`src/rtl/serial_link_pkg.sv`:
```
// Shared definitions for the display serial link (transmitter and receiver).
//
// Contents:
//   S_IDLE .. S_GAP   FSM state encodings (3-bit localparams)
//   DATA_BITS         data bits per frame
//   *_LEVEL           line levels for start, stop and idle
//   DEFAULT_CLKS_PER_BIT  bit-cell length in clocks, also used by the receiver
//   parity_of()       parity rule: even parity, so the parity bit is ^data
package serial_link_pkg;

  localparam logic [2:0] S_IDLE   = 3'd0;
  localparam logic [2:0] S_START  = 3'd1;
  localparam logic [2:0] S_DATA   = 3'd2;
  localparam logic [2:0] S_PARITY = 3'd3;
  localparam logic [2:0] S_STOP   = 3'd4;
  localparam logic [2:0] S_GAP    = 3'd5;

  localparam int   DATA_BITS   = 8;
  localparam logic START_LEVEL = 1'b0;
  localparam logic STOP_LEVEL  = 1'b1;
  localparam logic IDLE_LEVEL  = 1'b1;

  localparam int DEFAULT_CLKS_PER_BIT = 8;

  // Even parity: data bits plus parity bit always hold an even number of ones.
  function automatic logic parity_of(input logic [DATA_BITS-1:0] data);
    return ^data;
  endfunction

endpackage

```
`src/rtl/serial_tx_fifo.sv`:
```
// Small synchronous byte FIFO placed in front of the serial_tx FSM.
//
// Ports:
//   clk, rst_n   clock, asynchronous active-low reset (clears pointers/count)
//   push         write push_data; ignored while full
//   push_data    data to write
//   pop          advance the read pointer; ignored while empty
//   pop_data     head entry (valid whenever !empty)
//   full, empty  registered status flags
//   empty_nxt    value empty will take after this clock edge
//
// DEPTH must be a power of 2 and at least 2, so the pointers wrap naturally.
// A push and a pop in the same cycle are both honoured and the count holds.
module serial_tx_fifo
  import serial_link_pkg::*;
#(
  parameter int DEPTH = 4,
  parameter int WIDTH = DATA_BITS
) (
  input  logic             clk,
  input  logic             rst_n,
  input  logic             push,
  input  logic [WIDTH-1:0] push_data,
  input  logic             pop,
  output logic [WIDTH-1:0] pop_data,
  output logic             full,
  output logic             empty,
  output logic             empty_nxt
);

  localparam int AW = $clog2(DEPTH);

  logic [WIDTH-1:0] mem_q [DEPTH];
  logic [AW-1:0]    wr_ptr_q, wr_ptr_d;
  logic [AW-1:0]    rd_ptr_q, rd_ptr_d;
  logic [AW:0]      count_q, count_d;
  logic             full_q, full_d;
  logic             empty_q, empty_d;
  logic             push_ok, pop_ok;

  always_comb begin
    push_ok  = push && !full_q;
    pop_ok   = pop && !empty_q;
    wr_ptr_d = push_ok ? wr_ptr_q + 1'b1 : wr_ptr_q;
    rd_ptr_d = pop_ok ? rd_ptr_q + 1'b1 : rd_ptr_q;
    count_d  = count_q + {{AW{1'b0}}, push_ok} - {{AW{1'b0}}, pop_ok};
    full_d   = (count_d == (AW + 1)'(DEPTH));
    empty_d  = (count_d == '0);
  end

  always_ff @(posedge clk or negedge rst_n) begin
    if (!rst_n) begin
      wr_ptr_q <= '0;
      rd_ptr_q <= '0;
      count_q  <= '0;
      full_q   <= 1'b0;
      empty_q  <= 1'b1;
    end else begin
      wr_ptr_q <= wr_ptr_d;
      rd_ptr_q <= rd_ptr_d;
      count_q  <= count_d;
      full_q   <= full_d;
      empty_q  <= empty_d;
    end
  end

  // Storage carries no reset; only entries behind a valid pointer are read.
  always_ff @(posedge clk) begin
    if (push_ok) begin
      mem_q[wr_ptr_q] <= push_data;
    end
  end

  assign pop_data  = mem_q[rd_ptr_q];
  assign full      = full_q;
  assign empty     = empty_q;
  assign empty_nxt = empty_d;

endmodule

```
`src/rtl/serial_tx.sv`:
```
// UART-style serial transmitter for the display link.
// Frame: start (low), 8 data bits LSB first, even parity, stop (high), then a
// forced high gap of GAP_CYCLES clocks so the receiver re-synchronises.
//
// Ports:
//   clk       bit-cell oversample clock
//   rst_n     asynchronous active-low reset; aborts a frame, line goes high
//   tx_data   byte to send
//   tx_valid  tx_data valid
//   tx_ready  byte accepted on a clock where tx_valid && tx_ready
//   serial    serial line, idles high
//   busy      high from the cycle after accept until the end of the gap
//   done      one-cycle pulse in the last gap cycle
//
// Handshake: a byte transfers on every rising clk edge where tx_valid and
// tx_ready are both high; the source holds tx_data/tx_valid until then.
// tx_data is not sampled at any other time.
//
// Build option SERIAL_TX_FIFO_EN: adds a FIFO_DEPTH-entry byte FIFO
// (serial_tx_fifo) in front of the FSM; tx_ready then means "FIFO not full",
// the FSM pops in S_IDLE, and busy also covers a non-empty FIFO.
// Without it a single latch register feeds the FSM and tx_ready is high
// only in S_IDLE. All outputs come straight from flops.
module serial_tx
  import serial_link_pkg::*;
#(
  parameter int CLKS_PER_BIT = DEFAULT_CLKS_PER_BIT,
  parameter int GAP_CYCLES   = 8,
  parameter int FIFO_DEPTH   = 4
) (
  input  logic       clk,
  input  logic       rst_n,
  input  logic [7:0] tx_data,
  input  logic       tx_valid,
  output logic       tx_ready,
  output logic       serial,
  output logic       busy,
  output logic       done
);

  localparam int CNT_W = $clog2(CLKS_PER_BIT);
  localparam int GAP_W = $clog2(GAP_CYCLES + 1);
  localparam logic [CNT_W-1:0] CNT_LAST = CNT_W'(CLKS_PER_BIT - 1);
  localparam logic [GAP_W-1:0] GAP_LAST = GAP_W'(GAP_CYCLES - 1);
  localparam logic [2:0]       BIT_LAST = 3'(DATA_BITS - 1);

  generate
    if (CLKS_PER_BIT < 2 || GAP_CYCLES < 1 || FIFO_DEPTH < 2 ||
        (FIFO_DEPTH & (FIFO_DEPTH - 1)) != 0) begin : g_bad_params
      $error("serial_tx: illegal parameter values");
    end
  endgenerate

  logic [2:0]       state_q, state_d;
  logic [CNT_W-1:0] cnt_q, cnt_d;
  logic [2:0]       bit_idx_q, bit_idx_d;
  logic [GAP_W-1:0] gap_q, gap_d;
  logic [7:0]       shift_q, shift_d;
  logic             parity_q, parity_d;
  logic             serial_q, serial_d;
  logic             busy_q, busy_d;
  logic             done_q, done_d;

  // Byte source for the FSM: load_valid is only ever high in S_IDLE.
  logic             load_valid;
  logic [7:0]       load_data;
  logic             queued_nxt;

`ifdef SERIAL_TX_FIFO_EN
  logic       fifo_full, fifo_empty, fifo_empty_nxt;
  logic [7:0] fifo_dout;

  serial_tx_fifo #(
    .DEPTH (FIFO_DEPTH),
    .WIDTH (DATA_BITS)
  ) u_fifo (
    .clk       (clk),
    .rst_n     (rst_n),
    .push      (tx_valid && !fifo_full),
    .push_data (tx_data),
    .pop       (load_valid),
    .pop_data  (fifo_dout),
    .full      (fifo_full),
    .empty     (fifo_empty),
    .empty_nxt (fifo_empty_nxt)
  );

  // No bypass: a byte always passes through the FIFO, so a push into an
  // empty FIFO is popped one cycle later and the frame starts after that.
  assign load_valid = (state_q == S_IDLE) && !fifo_empty;
  assign load_data  = fifo_dout;
  assign queued_nxt = !fifo_empty_nxt;
  assign tx_ready   = !fifo_full;
`else
  logic tx_ready_q, tx_ready_d;

  assign load_valid = tx_ready_q && tx_valid;
  assign load_data  = tx_data;
  assign queued_nxt = 1'b0;
  assign tx_ready_d = (state_d == S_IDLE);
  assign tx_ready   = tx_ready_q;

  always_ff @(posedge clk or negedge rst_n) begin
    if (!rst_n) begin
      tx_ready_q <= 1'b1;
    end else begin
      tx_ready_q <= tx_ready_d;
    end
  end
`endif

  always_comb begin
    state_d   = state_q;
    cnt_d     = cnt_q;
    bit_idx_d = bit_idx_q;
    gap_d     = gap_q;
    shift_d   = shift_q;
    parity_d  = parity_q;

    case (state_q)
      S_IDLE: begin
        cnt_d     = '0;
        bit_idx_d = '0;
        gap_d     = '0;
        if (load_valid) begin
          shift_d  = load_data;
          parity_d = parity_of(load_data);
          state_d  = S_START;
        end
      end
      S_START: begin
        if (cnt_q == CNT_LAST) begin
          cnt_d   = '0;
          state_d = S_DATA;
        end else begin
          cnt_d = cnt_q + 1'b1;
        end
      end
      S_DATA: begin
        if (cnt_q == CNT_LAST) begin
          cnt_d   = '0;
          shift_d = shift_q >> 1;
          if (bit_idx_q == BIT_LAST) begin
            bit_idx_d = '0;
            state_d   = S_PARITY;
          end else begin
            bit_idx_d = bit_idx_q + 1'b1;
          end
        end else begin
          cnt_d = cnt_q + 1'b1;
        end
      end
      S_PARITY: begin
        if (cnt_q == CNT_LAST) begin
          cnt_d   = '0;
          state_d = S_STOP;
        end else begin
          cnt_d = cnt_q + 1'b1;
        end
      end
      S_STOP: begin
        if (cnt_q == CNT_LAST) begin
          cnt_d   = '0;
          gap_d   = '0;
          state_d = S_GAP;
        end else begin
          cnt_d = cnt_q + 1'b1;
        end
      end
      S_GAP: begin
        if (gap_q == GAP_LAST) begin
          gap_d   = '0;
          state_d = S_IDLE;
        end else begin
          gap_d = gap_q + 1'b1;
        end
      end
      default: begin
        state_d   = S_IDLE;
        cnt_d     = '0;
        bit_idx_d = '0;
        gap_d     = '0;
      end
    endcase

    // Outputs are registered, so they are decoded from the next state; this
    // makes serial fall in the cycle right after the byte is loaded.
    case (state_d)
      S_START:  serial_d = START_LEVEL;
      S_DATA:   serial_d = shift_d[0];
      S_PARITY: serial_d = parity_d;
      S_STOP:   serial_d = STOP_LEVEL;
      default:  serial_d = IDLE_LEVEL;
    endcase

    done_d = (state_d == S_GAP) && (gap_d == GAP_LAST);
    busy_d = (state_d != S_IDLE) || queued_nxt;
  end

  always_ff @(posedge clk or negedge rst_n) begin
    if (!rst_n) begin
      state_q   <= S_IDLE;
      cnt_q     <= '0;
      bit_idx_q <= '0;
      gap_q     <= '0;
      shift_q   <= '0;
      parity_q  <= 1'b0;
      serial_q  <= IDLE_LEVEL;
      busy_q    <= 1'b0;
      done_q    <= 1'b0;
    end else begin
      state_q   <= state_d;
      cnt_q     <= cnt_d;
      bit_idx_q <= bit_idx_d;
      gap_q     <= gap_d;
      shift_q   <= shift_d;
      parity_q  <= parity_d;
      serial_q  <= serial_d;
      busy_q    <= busy_d;
      done_q    <= done_d;
    end
  end

  assign serial = serial_q;
  assign busy   = busy_q;
  assign done   = done_q;

endmodule

```
`config.mk`:
```
export PLATFORM = sky130hd
export DESIGN_NAME = serial_tx
export DESIGN_NICKNAME = d
export VERILOG_FILES = /design/src/rtl/serial_link_pkg.sv /design/src/rtl/serial_tx_fifo.sv /design/src/rtl/serial_tx.sv
export SDC_FILE = /design/constraint.sdc
export NUM_CORES = 1
export LEC_CHECK = 0
export ABC_AREA = 1
export BUFFER_PORTS_ARGS = -buffer_cell sky130_fd_sc_hd__buf_4
export CAP_MARGIN = 20
export CELL_PAD_IN_SITES_DETAIL_PLACEMENT = 1
export CELL_PAD_IN_SITES_GLOBAL_PLACEMENT = 2
export CORE_ASPECT_RATIO = 1.4
export CORE_MARGIN = 4
export CORE_UTILIZATION = 31
export CTS_CLUSTER_DIAMETER = 150
export CTS_CLUSTER_SIZE = 8
export DETAILED_ROUTE_END_ITERATION = 6
export PLACE_DENSITY = 0.73
export SLEW_MARGIN = 20
export SYNTH_ARGS = -nofsm -noshare
export SYNTH_HDL_FRONTEND = slang
export SYNTH_SLANG_ARGS = --single-unit
```
`constraint.sdc`:
```
create_clock -name clk -period 1.49 [get_ports clk]
set_input_delay 0.447 -clock clk [delete_from_list [all_inputs] [get_ports clk]]
set_output_delay 0.447 -clock clk [all_outputs]
set_load 0.01 [all_outputs]
```
# ---- Yosys cells after proc, flatten, opt, wreduce, memory -nomap -nowiden
# Cells that the tools add are included.
dict set report op_classes {
  eq_ne 15
  bitwise 1
  addsub 3
  reduce_logical 12
  n_mux 22
}
# op n
set op_table {}
lappend op_table {{3-bit 2-to-1 mux} 10}
lappend op_table {{3-bit one-hot mux with 6 select lines} 1}
lappend op_table {{8-bit 2-to-1 mux} 2}
lappend op_table {{8-bit one-hot mux with 2 select lines} 1}
lappend op_table {{3-bit == test (second input constant)} 5}
lappend op_table {{3-bit by 2-bit == test with 1-bit output (second input constant)} 4}
lappend op_table {{3-bit one-hot mux with 2 select lines} 2}
lappend op_table {{4-bit one-hot mux with 3 select lines} 1}
lappend op_table {{4-bit by 3-bit == test with 1-bit output (second input constant)} 2}
lappend op_table {{4-bit 2-to-1 mux} 2}
lappend op_table {{4-bit OR reduction} 2}
lappend op_table {{8-bit XOR reduction} 1}
lappend op_table {{3-bit by 1-bit adder with 3-bit output (second input constant)} 2}
lappend op_table {{3-bit by 1-bit == test with 1-bit output (second input constant)} 2}
lappend op_table {{3-bit zero test} 2}
lappend op_table {{4-bit by 1-bit adder with 4-bit output (second input constant)} 1}
lappend op_table {{2-bit != test (second input constant)} 2}
lappend op_table {{1-bit one-hot mux with 3 select lines} 1}
lappend op_table {{3-bit AND reduction} 1}
lappend op_table {{3-bit nonzero test} 1}
lappend op_table {{3-bit OR reduction} 1}
lappend op_table {{1-bit logical AND} 2}
lappend op_table {{1-bit 2-to-1 mux} 2}
lappend op_table {{2-bit AND reduction} 1}
lappend op_table {{other kinds (2)} 2}
dict set report totals {
  out_inout_bits 4
  wordCells 64
  reg_bits 26
}

# ---- Depth between registers and ports, before layout
# Gate-level depths: netlist of run 1.
dict set report depth {
  word_depth 6
  depth_mapped 11
}

# ---- Worst setup path after synthesis of run 1
# OpenSTA, ideal clock, no wires.
dict set report synth_path {
  path_kind {register to register}
  startpoint {register cnt_q[0]}
  endpoint {register busy_q (netlist: busy)}
  setup_slack_ns -0.043
  path_stages_with_launch 11
  synth_period_minus_slack_ns 1.533
  setup_time_ns 0.115
  t_arrival_ns 1.418
  cell_sequence {dfrtp_1 -> ha_1 -> ha_1 -> inv_1 -> nor2_8 -> nand2_2 -> nand2_1 -> nor2_1 -> nand2_1 -> nor2_2 -> inv_2}
}
dict set report synth_between {
  elab_chain_cells 4
}
# element line
set synth_rtl {}
lappend synth_rtl {{start: declaration} serial_tx.sv:55} ;# logic [CNT_W-1:0] cnt_q, cnt_d;
lappend synth_rtl {{start signal: assignment} serial_tx.sv:213} ;# cnt_q <= cnt_d;
lappend synth_rtl {{3-bit == test (*)} -}
lappend synth_rtl {{3-bit 2-to-1 mux, on equally long branches} -}
lappend synth_rtl {{3-bit one-hot mux with 6 select lines (*)} serial_tx.sv:120} ;# case (state_q)
lappend synth_rtl {{3-bit nonzero test (*)} serial_tx.sv:197} ;# busy_d = (state_d != S_IDLE) || queued_nxt;
lappend synth_rtl {{named net busy_d} serial_tx.sv:61} ;# logic busy_q, busy_d;
lappend synth_rtl {{end signal: assignment} serial_tx.sv:219} ;# busy_q <= busy_d;
lappend synth_rtl {{end: declaration} serial_tx.sv:61}
# The timed path passes the listed nets; every way through them passes the cells marked *.
# A chain may end at the register's enable or synchronous reset.

# ---- Final worst setup path of run 1
# Ends and elaborated chain as after synthesis.

==> impl_metrics.env, run 1 <==
export IMPL_rsz0062_at_grt="true"
export IMPL_max_freq_mhz=679
export IMPL_critical_path_class="reg -> reg"
export IMPL_synthTopCellsByArea="dfrtp_1, nand2_1, inv_1"
export IMPL_grt_pass1_vias=1573
export IMPL_dr_pass1_iters=4
export IMPL_grt_total_usage_pct=14.4
export IMPL_wirelength_mm=4.43
export IMPL_gp_congestion=0.742
export IMPL_synth_seq_area_share_pct=41.6
export IMPL_outcome="finished clean"
export IMPL_hpwl_mm=3.34
export IMPL_die_height_um=92.2
export IMPL_grt_max_degree=27
export IMPL_dpl_instance_area_um2=1850
export IMPL_power_frac_seq_pct=50.5
export IMPL_avgRoutedWirePerCell_um=14.3
export IMPL_post_route_period_util_pct=98.8
export IMPL_syn_to_final_growth_pct=37.5
export IMPL_cts_tree="done"
export IMPL_clkPwrFrac_pct=42.2
export IMPL_critPathCaptureType="flip-flop"
export IMPL_num_antenna_cells=0
export IMPL_die_w_um=68.1
export IMPL_path_clk_slew_ns=0.10
export IMPL_syn_inst=202
export IMPL_arrival_ns=1.65
export IMPL_start_util_pct=32.2
export IMPL_synth_async_sr_flop_share_pct=100
export IMPL_synth_top_area_cell="dfrtp_1"
export IMPL_slew_headroom_pct=77.5
export IMPL_n_fill_cell=593
export IMPL_setup_viol=0
export IMPL_synth_top_area_share_pct=38.3
export IMPL_cp_required_ns=1.67
export IMPL_yosys_top_cells_count="nand2_1, dfrtp_1, inv_1, nor2_1, nand3_1"
export IMPL_min_period_ns=1.47
export IMPL_cts_hold_fix_buffers=0
export IMPL_synth_distinct_cells=32
export IMPL_core_rowCount=30
export IMPL_finClkSkew_ns=0.00816
export IMPL_core_area_um2=4880
export IMPL_fp_dieArea_um2=6280
export IMPL_peakVddDrop_mv=0.468
export IMPL_power_leakage_nw=1.11
export IMPL_grt_overflow_total=0
export IMPL_antenna_found_initial=0
export IMPL_io_pins=15
export IMPL_tightest_slew_ns=0.337
export IMPL_cts_buffer_depth=2
export IMPL_worstHoldPathType="in -> async"
export IMPL_synth_area_um2=1570
export IMPL_p_comb_share_pct=7.3
export IMPL_avgViaCountPerCell=4.82
export IMPL_maxCapViolations=0
export IMPL_cts_made_buffers=3
export IMPL_synth_most_common_cell="nand2_1"
export IMPL_drive_gt1_share_pct=38.8
export IMPL_rrSetupSlack_ns=0.02
export IMPL_grt_pass1_wl_mm=7.01
export IMPL_stdcell_area_um2=2160
export IMPL_yosysWarnings=0
export IMPL_clk_latency_ns=0.27
export IMPL_power_switching_mw=0.294
export IMPL_syn_avg_cell_area_um2=7.77
export IMPL_cts_sinks=26
export IMPL_synth_flop_cell="dfrtp_1"
export IMPL_hold_viol_final=0
export IMPL_nets=263
export IMPL_swShare_pct=21.1
export IMPL_p_per_area_nw_per_um2=648
export IMPL_placement_io_buffers=14
export IMPL_internal_power_mw=1.10
export IMPL_ant_nets=0
export IMPL_r2r_start="cnt_q[0]"
export IMPL_synth_edf_count=0
export IMPL_post_place_ws_ns=-0.142
export IMPL_hold_worst_slack_ns=0.0650
export IMPL_cts_root_buf="clkbuf_8"
export IMPL_syn_nets=219
export IMPL_critPathMaxFanout=5
export IMPL_slew_viol_final=0
export IMPL_route_detailed_drc=0
export IMPL_dr_total_vias=1488
export IMPL_first_iter_violations=25
export IMPL_setup_worst_path_start="cnt_q[0]"
export IMPL_htree_levels=1
export IMPL_ys_seq_elements=26
export IMPL_critical_path_startpoint_type="flip-flop"
export IMPL_layout_setup_ws_ns=0.0179
[through the flow]
stage	power, mW	TNS (ns)	cells	util [%]
after detailed placement	0.824	-0.696	293	38.0
final	1.40	0	309	44.2
after global placement	0.818	-0.0720	293	38.0
after global routing	1.47	-0.231	309	44.2
after CTS	1.41	-0.0167	301	40.8
after floorplan	0.767	0	202	-
[flip-flops by register name, summed over array words and instances (netlist names)]
| register | count |
|---|---|
| done | 1 |
| shift_q | 8 |
| serial | 1 |
| tx_ready | 1 |
| parity_q | 1 |
| state_q | 3 |
| bit_idx_q | 3 |
| gap_q | 4 |
| cnt_q | 3 |
| busy | 1 |
[layout make-up]
type,count,area [µm²],share of cell area (%)
Multi-Input combinational cell,147,928,43.0
Inverter,28,113,5.22
Sequential cell,26,657,30.5
Timing Repair Buffer,40,308,14.3
Tap cell,64,80.1,3.71
Clock inverter,1,30.0,1.39
Clock buffer,3,41.3,1.91
[worst paths after layout]
kind                               to  cells past startpoint
min in group clk           shift_q[6]                      3
setup reg to reg                 busy                      8
setup / recovery                 busy                      8
max in group asynchronous      serial                      1
hold reg to reg            shift_q[6]                      2
hold / removal               gap_q[3]                      1
[layout by cell type (no fill, tap or decap), types with 2 or more instances in the layout]
| master | instances |
|---|---|
| ha_1 | 3 |
| o211ai_1 | 2 |
| nand2_1 | 63 |
| nand3_1 | 7 |
| ha_4 | 3 |
| inv_4 | 3 |
| a22o_1 | 3 |
| dfrtp_2 | 3 |
| nor2_1 | 13 |
| o221ai_2 | 3 |
| clkbuf_8 | 3 |
| inv_1 | 21 |
| o21ai_2 | 3 |
| dfrtp_1 | 21 |
| nand2_4 | 3 |
| nand3_2 | 5 |
| nand2_2 | 5 |
| o221ai_1 | 2 |
| nor2_2 | 8 |
| buf_6 | 2 |
| or2_2 | 2 |
| nand4_1 | 4 |
| inv_2 | 4 |
| a21oi_2 | 2 |
| buf_4 | 38 |
| nor3_1 | 2 |
| dfstp_2 | 2 |
| nor2_4 | 4 |
[what timing repair did]
item                                    CTS  global route
endpoints found under the setup margin   12            13
hold endpoints to repair                  0             0
pin swaps                                 6            16
gates resized for setup                  10            28
setup buffers                             4             8
[power by group through the flow]
stage	Clock, mW	Combinational, mW	Sequential, mW
finish	0.590	0.102	0.705
global route	0.641	0.119	0.706
CTS	0.601	0.105	0.705
detailed placement	0	0.105	0.719
global placement	0	0.0993	0.719
floorplan	0	0.0475	0.719
[worst max-delay path, cell delays in order (launching register included)]
cell	delay (ns)
dfrtp_1	0.42
ha_4	0.20
ha_4	0.18
inv_4	0.07
nor3_1	0.05
nor2_2	0.21
nand2_1	0.09
nor2_2	0.11
inv_2	0.03
[cells by family (layout without fill, tap and decap cells)]
| kind of cell | Yosys count | count (layout) | synth area share (%) |
|---|---|---|---|
| compound gates | 21 | 21 | 9.89 |
| xor+xnor | 2 | 2 | 1.12 |
| fa+ha+maj | 6 | 6 | 4.78 |
| buf+inv | 29 | 72 | 7.02 |
| flops | 26 | 26 | 41.6 |
| simple gates | 118 | 118 | 35.6 |
[per-layer routing]
layer  wire length (µm)  up-vias  GRT usage [%]
met4                 71        0           3.48
met3                103        6           1.35
met5                  0        -              0
met1               1580      734           14.8
li1                   -      735              -
met2               2680       13           29.1
Power figures use the tool's default switching activity.
==> run 2, diff against run 1 <==
--- a/config.mk
+++ b/config.mk
@@ -12,11 +12,11 @@
 export CELL_PAD_IN_SITES_GLOBAL_PLACEMENT = 2
 export CORE_ASPECT_RATIO = 1.4
 export CORE_MARGIN = 4
-export CORE_UTILIZATION = 31
+export CORE_UTILIZATION = 34
 export CTS_CLUSTER_DIAMETER = 150
 export CTS_CLUSTER_SIZE = 8
 export DETAILED_ROUTE_END_ITERATION = 6
-export PLACE_DENSITY = 0.73
+export PLACE_DENSITY = 0.76
 export SLEW_MARGIN = 20
 export SYNTH_ARGS = -nofsm -noshare
 export SYNTH_HDL_FRONTEND = slang
==> constraint.sdc (replaced) <==
create_clock -name clk -period 1.4 [get_ports clk]
set_input_delay 0.42 -clock clk [delete_from_list [all_inputs] [get_ports clk]]
set_output_delay 0.42 -clock clk [all_outputs]
set_load 0.01 [all_outputs]
==> run 2 against run 1 <==
Compared with the run above: the flow now finishes with violations (negative setup slack); first-iteration DRC count shrank 24%; count of clock-buffer cells in the layout did not move; register-to-register slack worse by 0.12 ns; final cell count up 2.3%; maximum frequency is 2.0% lower; total power grew 7.1%; sequential cell count unchanged; sequential share of layout area fell by 1.5 points; wire length grew 13%; clock power rose by 7.1%; non-clock buffer count rose by 9; largest cell class unchanged.
==> impl_metrics.env, run 2 (same netlist as run 1, synthesis figures left out) <==
export IMPL_layoutNonFillerInstCount=316
export IMPL_io_pins=15
export IMPL_dr_pass1_iters=3
export IMPL_core_area_um2=4500
export IMPL_antenna_found_initial=0
export IMPL_num_antenna_cells=0
export IMPL_grt_max_degree=27
export IMPL_die_height_um=88.4
export IMPL_largest_reg_flops=8
export IMPL_place_inst=305
export IMPL_slew_viol_final=0
export IMPL_multi_input_area_um2=973
export IMPL_hpwl_mm=3.81
export IMPL_outcome="finished with violations"
export IMPL_layout_setup_ws_ns=-0.102
export IMPL_cts_tree="done"
export IMPL_power_leakage_nw=1.16
export IMPL_register_area_um2=656
export IMPL_cts_hold_fix_buffers=0
export IMPL_min_period_ns=1.50
export IMPL_peakVddDrop_mv=0.457
export IMPL_slew_headroom_pct=76.5
export IMPL_largest_registers="shift_q: 8 flops, gap_q: 4 flops"
export IMPL_finClkSkew_ns=0.00996
export IMPL_cts_buffer_depth=2
export IMPL_crit_slowest_cell="dfrtp_1"
export IMPL_grt_pass1_wl_mm=8.12
export IMPL_grt_overflow_total=0
export IMPL_critPathMaxFanout=5
export IMPL_hold_viol_final=0
export IMPL_fp_dieArea_um2=5780
export IMPL_core_rowCount=29
export IMPL_critPathMaxStageDelay_ns=0.42
export IMPL_grt_pass1_vias=1806
export IMPL_die_w_um=65.4
export IMPL_placement_io_buffers=14
export IMPL_mostFrequentLayoutCell="nand2_1"
export IMPL_layout_common_cells="nand2_1, buf_4, dfrtp_1"
export IMPL_post_route_period_util_pct=107
export IMPL_worstHoldPathType="in -> async"
export IMPL_nets=272
export IMPL_cts_sinks=26
export IMPL_htree_levels=1
export IMPL_clk_latency_ns=0.28
export IMPL_rsz0062_at_grt="true"
export IMPL_first_iter_violations=19
export IMPL_violations="negative setup slack"
export IMPL_syn_to_final_growth_pct=44.5
export IMPL_route_detailed_drc=0
export IMPL_avgViaCountPerCell=4.91
export IMPL_gp_congestion=0.791
export IMPL_cp_required_ns=1.59
export IMPL_cts_root_buf="clkbuf_8"
export IMPL_start_util_pct=34.9
export IMPL_critical_path_startpoint_type="flip-flop"
export IMPL_critPathCaptureType="flip-flop"
export IMPL_path_clk_slew_ns=0.10
export IMPL_tightest_slew_ns=0.349
export IMPL_max_freq_mhz=666
export IMPL_maxCapViolations=0
export IMPL_ant_nets=0
export IMPL_n_fill_cell=569
export IMPL_critical_path_class="reg -> reg"
export IMPL_drive_gt1_share_pct=44.9
export IMPL_p_per_area_nw_per_um2=660
export IMPL_stdcell_area_um2=2270
export IMPL_dpl_instance_area_um2=2020
export IMPL_setup_viol=6
export IMPL_grt_total_usage_pct=18.5
export IMPL_avgRoutedWirePerCell_um=15.8
export IMPL_cp_cell_sequence="ha_4, ha_4, inv_4, nor2_8, nand2_4, nand2_2, nor2_2, nand2_1, nor2_2, inv_2"
export IMPL_cts_made_buffers=3
export IMPL_regMostFlops="shift_q"
export IMPL_dr_total_vias=1550
export IMPL_arrival_ns=1.69
export IMPL_wirelength_mm=5.01
## run 2: stage by stage
step / hold WS [ns] / utilization, % / setup TNS [ns] / power, mW / setup WS [ns]
floorplan: 0.124 / - / 0 / 0.816 / 0.00627
finish: 0.0297 / 50.4 / -0.345 / 1.50 / -0.102
global placement: 0.343 / 44.9 / -0.256 / 0.871 / -0.0868
CTS: 0.0351 / 48.1 / -0.292 / 1.52 / -0.0888
global route: 0.0506 / 50.4 / -1.30 / 1.56 / -0.215
detailed placement: 0.351 / 44.9 / -1.04 / 0.879 / -0.203
## run 2: repair_timing
| item | 4_1_cts | 5_1_grt |
|---|---|---|
| endpoints found under the hold margin | 0 | 0 |
| endpoints found under the setup margin | 17 | 22 |
| pin swaps | 12 | 9 |
| buffers inserted | 7 | 4 |
| gates resized for setup | 21 | 25 |
## run 2: path summary, 6_finish.rpt
kind	from	to	slack [ns]	cells past startpoint
setup / recovery	cnt_q[1]	busy	-0.10	10
hold / removal	rst_n	gap_q[2]	0.03	1
setup reg to reg	cnt_q[1]	busy	-0.10	10
hold reg to reg	shift_q[3]	shift_q[3]	0.51	2
max in group asynchronous	rst_n	tx_ready	1.07	1
min in group clk	tx_data[6]	shift_q[6]	0.40	3
## run 2: layout make-up
type,count,share of cell area [%]
Multi-Input combinational cell,147,42.9
Sequential cell,26,28.9
Timing Repair Buffer,49,16.7
Inverter,28,4.86
Tap cell,62,3.42
Clock buffer,3,1.82
Clock inverter,1,1.32
## run 2: layer usage
layer	GRT usage, %	share of wire, %	up-vias
li1	-	-	757
met1	17.0	32	768
met2	40.5	64	16
met3	1.65	1.5	9
met4	6.23	2.4	0
met5	0	0	-
## run 2: power by group
part	switching [mW]	internal [mW]
combinational	0.0734	0.0407
sequential	0	0.751
clock	0.249	0.383
total	0.322	1.17
## run 2: worst max-delay path: cells and delay by family (launching register included)
kind	cells	cell delay [ns]
buffers and inverters	2	0.11
DFF	1	0.42
and+or+nand+nor	6	0.52
adders and majority gates	2	0.37
==> run 3, diff against run 2 <==
--- a/config.mk
+++ b/config.mk
@@ -5,18 +5,19 @@
 export SDC_FILE = /design/constraint.sdc
 export NUM_CORES = 1
 export LEC_CHECK = 0
-export ABC_AREA = 1
+export ABC_AREA = 0
+export ABC_CLOCK_PERIOD_IN_PS = 1400
 export BUFFER_PORTS_ARGS = -buffer_cell sky130_fd_sc_hd__buf_4
 export CAP_MARGIN = 20
 export CELL_PAD_IN_SITES_DETAIL_PLACEMENT = 1
 export CELL_PAD_IN_SITES_GLOBAL_PLACEMENT = 2
 export CORE_ASPECT_RATIO = 1.4
 export CORE_MARGIN = 4
-export CORE_UTILIZATION = 34
+export CORE_UTILIZATION = 36
 export CTS_CLUSTER_DIAMETER = 150
 export CTS_CLUSTER_SIZE = 8
 export DETAILED_ROUTE_END_ITERATION = 6
-export PLACE_DENSITY = 0.76
+export PLACE_DENSITY = 0.74
 export SLEW_MARGIN = 20
 export SYNTH_ARGS = -nofsm -noshare
 export SYNTH_HDL_FRONTEND = slang
==> run 3 against run 2 <==
Compared with the run above: the flow still finishes with violations (negative setup slack); register-to-register slack worse by 0.39 ns; maximum frequency shrank 21%; utilization grew 7.4 points; count of clock-buffer cells in the layout is 1 higher; global-route usage rose by 0.95 points; first-iteration DRC count is 58% higher; total power is 150% higher; critical path depth fell by 5; final cell count decreased by 24%; sequential share of layout area is 1.3 points higher; design area down 4.7%; largest cell class unchanged; largest power group is now combinational cells; highest routed layer unchanged.
==> impl_metrics.env, run 3 <==
export IMPL_r2r_start="cnt_q[1]"
export IMPL_tightest_slew_ns=0.350
export IMPL_synth_top_area_share_pct=42.0
export IMPL_yosys_top_cells_count="dfrtp_1, nand2_1, xnor2_1, a21oi_1, nor2_1"
export IMPL_reg2reg_to="busy"
export IMPL_synth_seq_area_share_pct=45.7
export IMPL_syn_to_final_growth_pct=51.2
export IMPL_critical_path_top_delay_family="simple AND/OR/NAND/NOR gates"
export IMPL_worstHoldPathType="in -> async"
export IMPL_yosysWarnings=0
export IMPL_start_util_pct=38.2
export IMPL_power_leakage_nw=0.964
export IMPL_clk_latency_ns=0.27
export IMPL_syn_inst=144
export IMPL_arrival_ns=2.05
export IMPL_synth_async_sr_flop_share_pct=100
export IMPL_grt_overflow_total=0
export IMPL_power_frac_seq_pct=34.2
export IMPL_io_pins=15
export IMPL_mostFrequentLayoutCell="buf_4"
export IMPL_slew_viol_final=0
export IMPL_placement_io_buffers=14
export IMPL_synth_compound_area_share_pct=18.7
export IMPL_synth_top_area_cell="dfrtp_1"
export IMPL_setup_worst_path_start="cnt_q[1]"
export IMPL_synthXorXnorAreaFrac_pct=5.52
export IMPL_grt_pass1_vias=1514
export IMPL_die_height_um=82.5
export IMPL_crit_buf_inv=0
export IMPL_cts_buffer_depth=2
export IMPL_layout_common_cells="buf_4, dfrtp_1, nand2_1"
export IMPL_synth_area_um2=1430
export IMPL_largest_reg_flops=8
export IMPL_violations="negative setup slack"
export IMPL_synth_flop_cell="dfrtp_1"
export IMPL_critPathMaxStageDelay_ns=0.42
export IMPL_peakVddDrop_mv=0.871
export IMPL_first_iter_violations=30
export IMPL_synth_edf_count=0
export IMPL_tns_ns=-4.96
export IMPL_largest_registers="shift_q: 8 flops, gap_q: 4 flops"
export IMPL_r2r_cells=5
export IMPL_cts_sinks=26
export IMPL_max_freq_mhz=527
export IMPL_post_route_period_util_pct=135
export IMPL_drive_gt1_share_pct=49.7
export IMPL_finalCoreUtilization_pct=57.8
export IMPL_min_period_ns=1.90
export IMPL_cts_hold_fix_buffers=0
export IMPL_synth_simple_area_share_pct=20.1
export IMPL_synth_most_common_cell="dfrtp_1"
export IMPL_cts_root_buf="clkbuf_8"
export IMPL_htree_levels=1
export IMPL_setup_viol=23
export IMPL_cts_tree="done"
export IMPL_wirelength_mm=4.53
export IMPL_syn_nets=161
export IMPL_cpMostUsedCell="ha_4"
export IMPL_dr_pass1_iters=2
export IMPL_clkPwrFrac_pct=12.1
export IMPL_p_per_area_nw_per_um2=1720
export IMPL_dr_total_vias=1328
export IMPL_place_inst=231
export IMPL_dpl_instance_area_um2=1840
export IMPL_antenna_found_initial=0
export IMPL_grt_max_degree=27
export IMPL_core_area_um2=3740
export IMPL_regMostFlops="shift_q"
export IMPL_grt_total_usage_pct=19.5
export IMPL_cp_cell_sequence="ha_4, ha_4, and4bb_2, a2111o_1, or3_4"
export IMPL_layoutNonFillerInstCount=241
export IMPL_cts_made_buffers=3
export IMPL_ys_seq_elements=26
export IMPL_core_rowCount=26
export IMPL_synthTopCellsByArea="dfrtp_1, nand2_1, ha_1"
export IMPL_rsz0062_at_grt="true"
export IMPL_synthMuxAreaShare_pct=0.701
export IMPL_syn_avg_cell_area_um2=9.92
export IMPL_route_detailed_drc=0
export IMPL_stdcell_area_um2=2160
export IMPL_path_clk_slew_ns=0.09
export IMPL_critPathCaptureType="flip-flop"
export IMPL_layout_setup_ws_ns=-0.496
export IMPL_p_comb_share_pct=53.7
export IMPL_outcome="finished with violations"
export IMPL_avgViaCountPerCell=5.51
export IMPL_crit_slowest_cell="dfrtp_1"
export IMPL_grt_pass1_wl_mm=7.27
export IMPL_avgRoutedWirePerCell_um=18.8
export IMPL_finClkSkew_ns=0.00260
export IMPL_cp_required_ns=1.55
export IMPL_hpwl_mm=3.07
export IMPL_slew_headroom_pct=76.7
export IMPL_power_switching_mw=1.43
export IMPL_internal_power_mw=2.28
export IMPL_die_w_um=61.2
export IMPL_nets=217
export IMPL_yosys_area_share_adder_pct=5.25
export IMPL_hold_viol_final=0
export IMPL_rrSetupSlack_ns=-0.50
export IMPL_fp_dieArea_um2=5060
export IMPL_critical_path_class="reg -> reg"
export IMPL_ant_nets=0
export IMPL_num_antenna_cells=0
export IMPL_gp_congestion=0.764
export IMPL_critical_path_startpoint_type="flip-flop"
export IMPL_synth_top_family_by_area="simple AND/OR/NAND/NOR gates"
export IMPL_critPathMaxFanout=4
export IMPL_synth_distinct_cells=44
export IMPL_maxCapViolations=0
export IMPL_swShare_pct=38.6
==> run 3: cell count changes after synthesis, moves of 5 or more <==
cell      previous run  this run
nor2_1              18         7
nand3_1             11         5
a32oi_1              0         5
nand2_2              5         0
a21oi_1              2         7
o22ai_1              0         5
nand2_1             65        21
o221ai_1             5         0
inv_1               24         5
xnor2_1              1         8
==> run 3: area by class of cell <==
cell class | count | area [µm²]
tap | 42 | 52.6
sequential | 26 | 653
fill | 406 | 1580
clock buffer | 4 | 45.0
timing repair buffer | 57 | 450
multi-input combinational | 106 | 937
inverter | 6 | 22.5
==> run 3: cells by family after synthesis <==
logic type	Yosys count
AOI/OAI and AO/OA	37
xor gates and xnor gates	9
adders and majority gates	6
buffers and inverters	12
DFF	26
muxes	1
and+or+nand+nor	53
==> run 3: worst max-delay path by stage <==
stage	end	slack, ns	cells past startpoint
finish	busy	-0.50	5
global route	serial	-0.57	7
CTS	busy	-0.47	5
detailed placement	busy	-0.52	6
global placement	busy	-0.42	5
floorplan	busy	-0.43	5
==> run 3: what timing repair did <==
action,4_1_cts,5_1_grt
gates resized for setup,33,21
pin swaps,26,12
setup buffers,6,3
endpoints found under the setup margin,24,25
cloned,0,0
==> run 3: worst register-to-register path: stages (launching register included) <==
cell and delay, ns:
dfrtp_1 0.42, ha_4 0.19, ha_4 0.15, and4bb_2 0.24
a2111o_1 0.41, or3_4 0.36
==> run 3: power groups by stage <==
stage / sequential, mW / clock, mW / combinational, mW
6_report: 1.27 / 0.448 / 1.99
5_1_grt: 1.30 / 0.484 / 2.16
4_1_cts: 1.24 / 0.455 / 1.78
3_5_place_dp: 1.23 / 0 / 1.54
3_3_place_gp: 1.22 / 0 / 1.47
2_1_floorplan: 1.20 / 0 / 0.841
==> run 3: per-layer routing <==
layer,vias up,wire (µm),track usage (%)
met3,7,76,1.71
met5,-,0,0
li1,632,-,-
met4,0,63,7.38
met2,13,2660,38.0
met1,676,1740,20.5
==> run 3: through the flow <==
step | hold slack (ns) | setup slack (ns) | total power [mW]
2_1_floorplan | 0.124 | -0.432 | 2.04
3_3_place_gp | 0.347 | -0.425 | 2.69
3_5_place_dp | 0.354 | -0.520 | 2.78
4_1_cts | 0.0516 | -0.474 | 3.47
5_1_grt | 0.0552 | -0.572 | 3.94
6_report | 0.0430 | -0.496 | 3.71
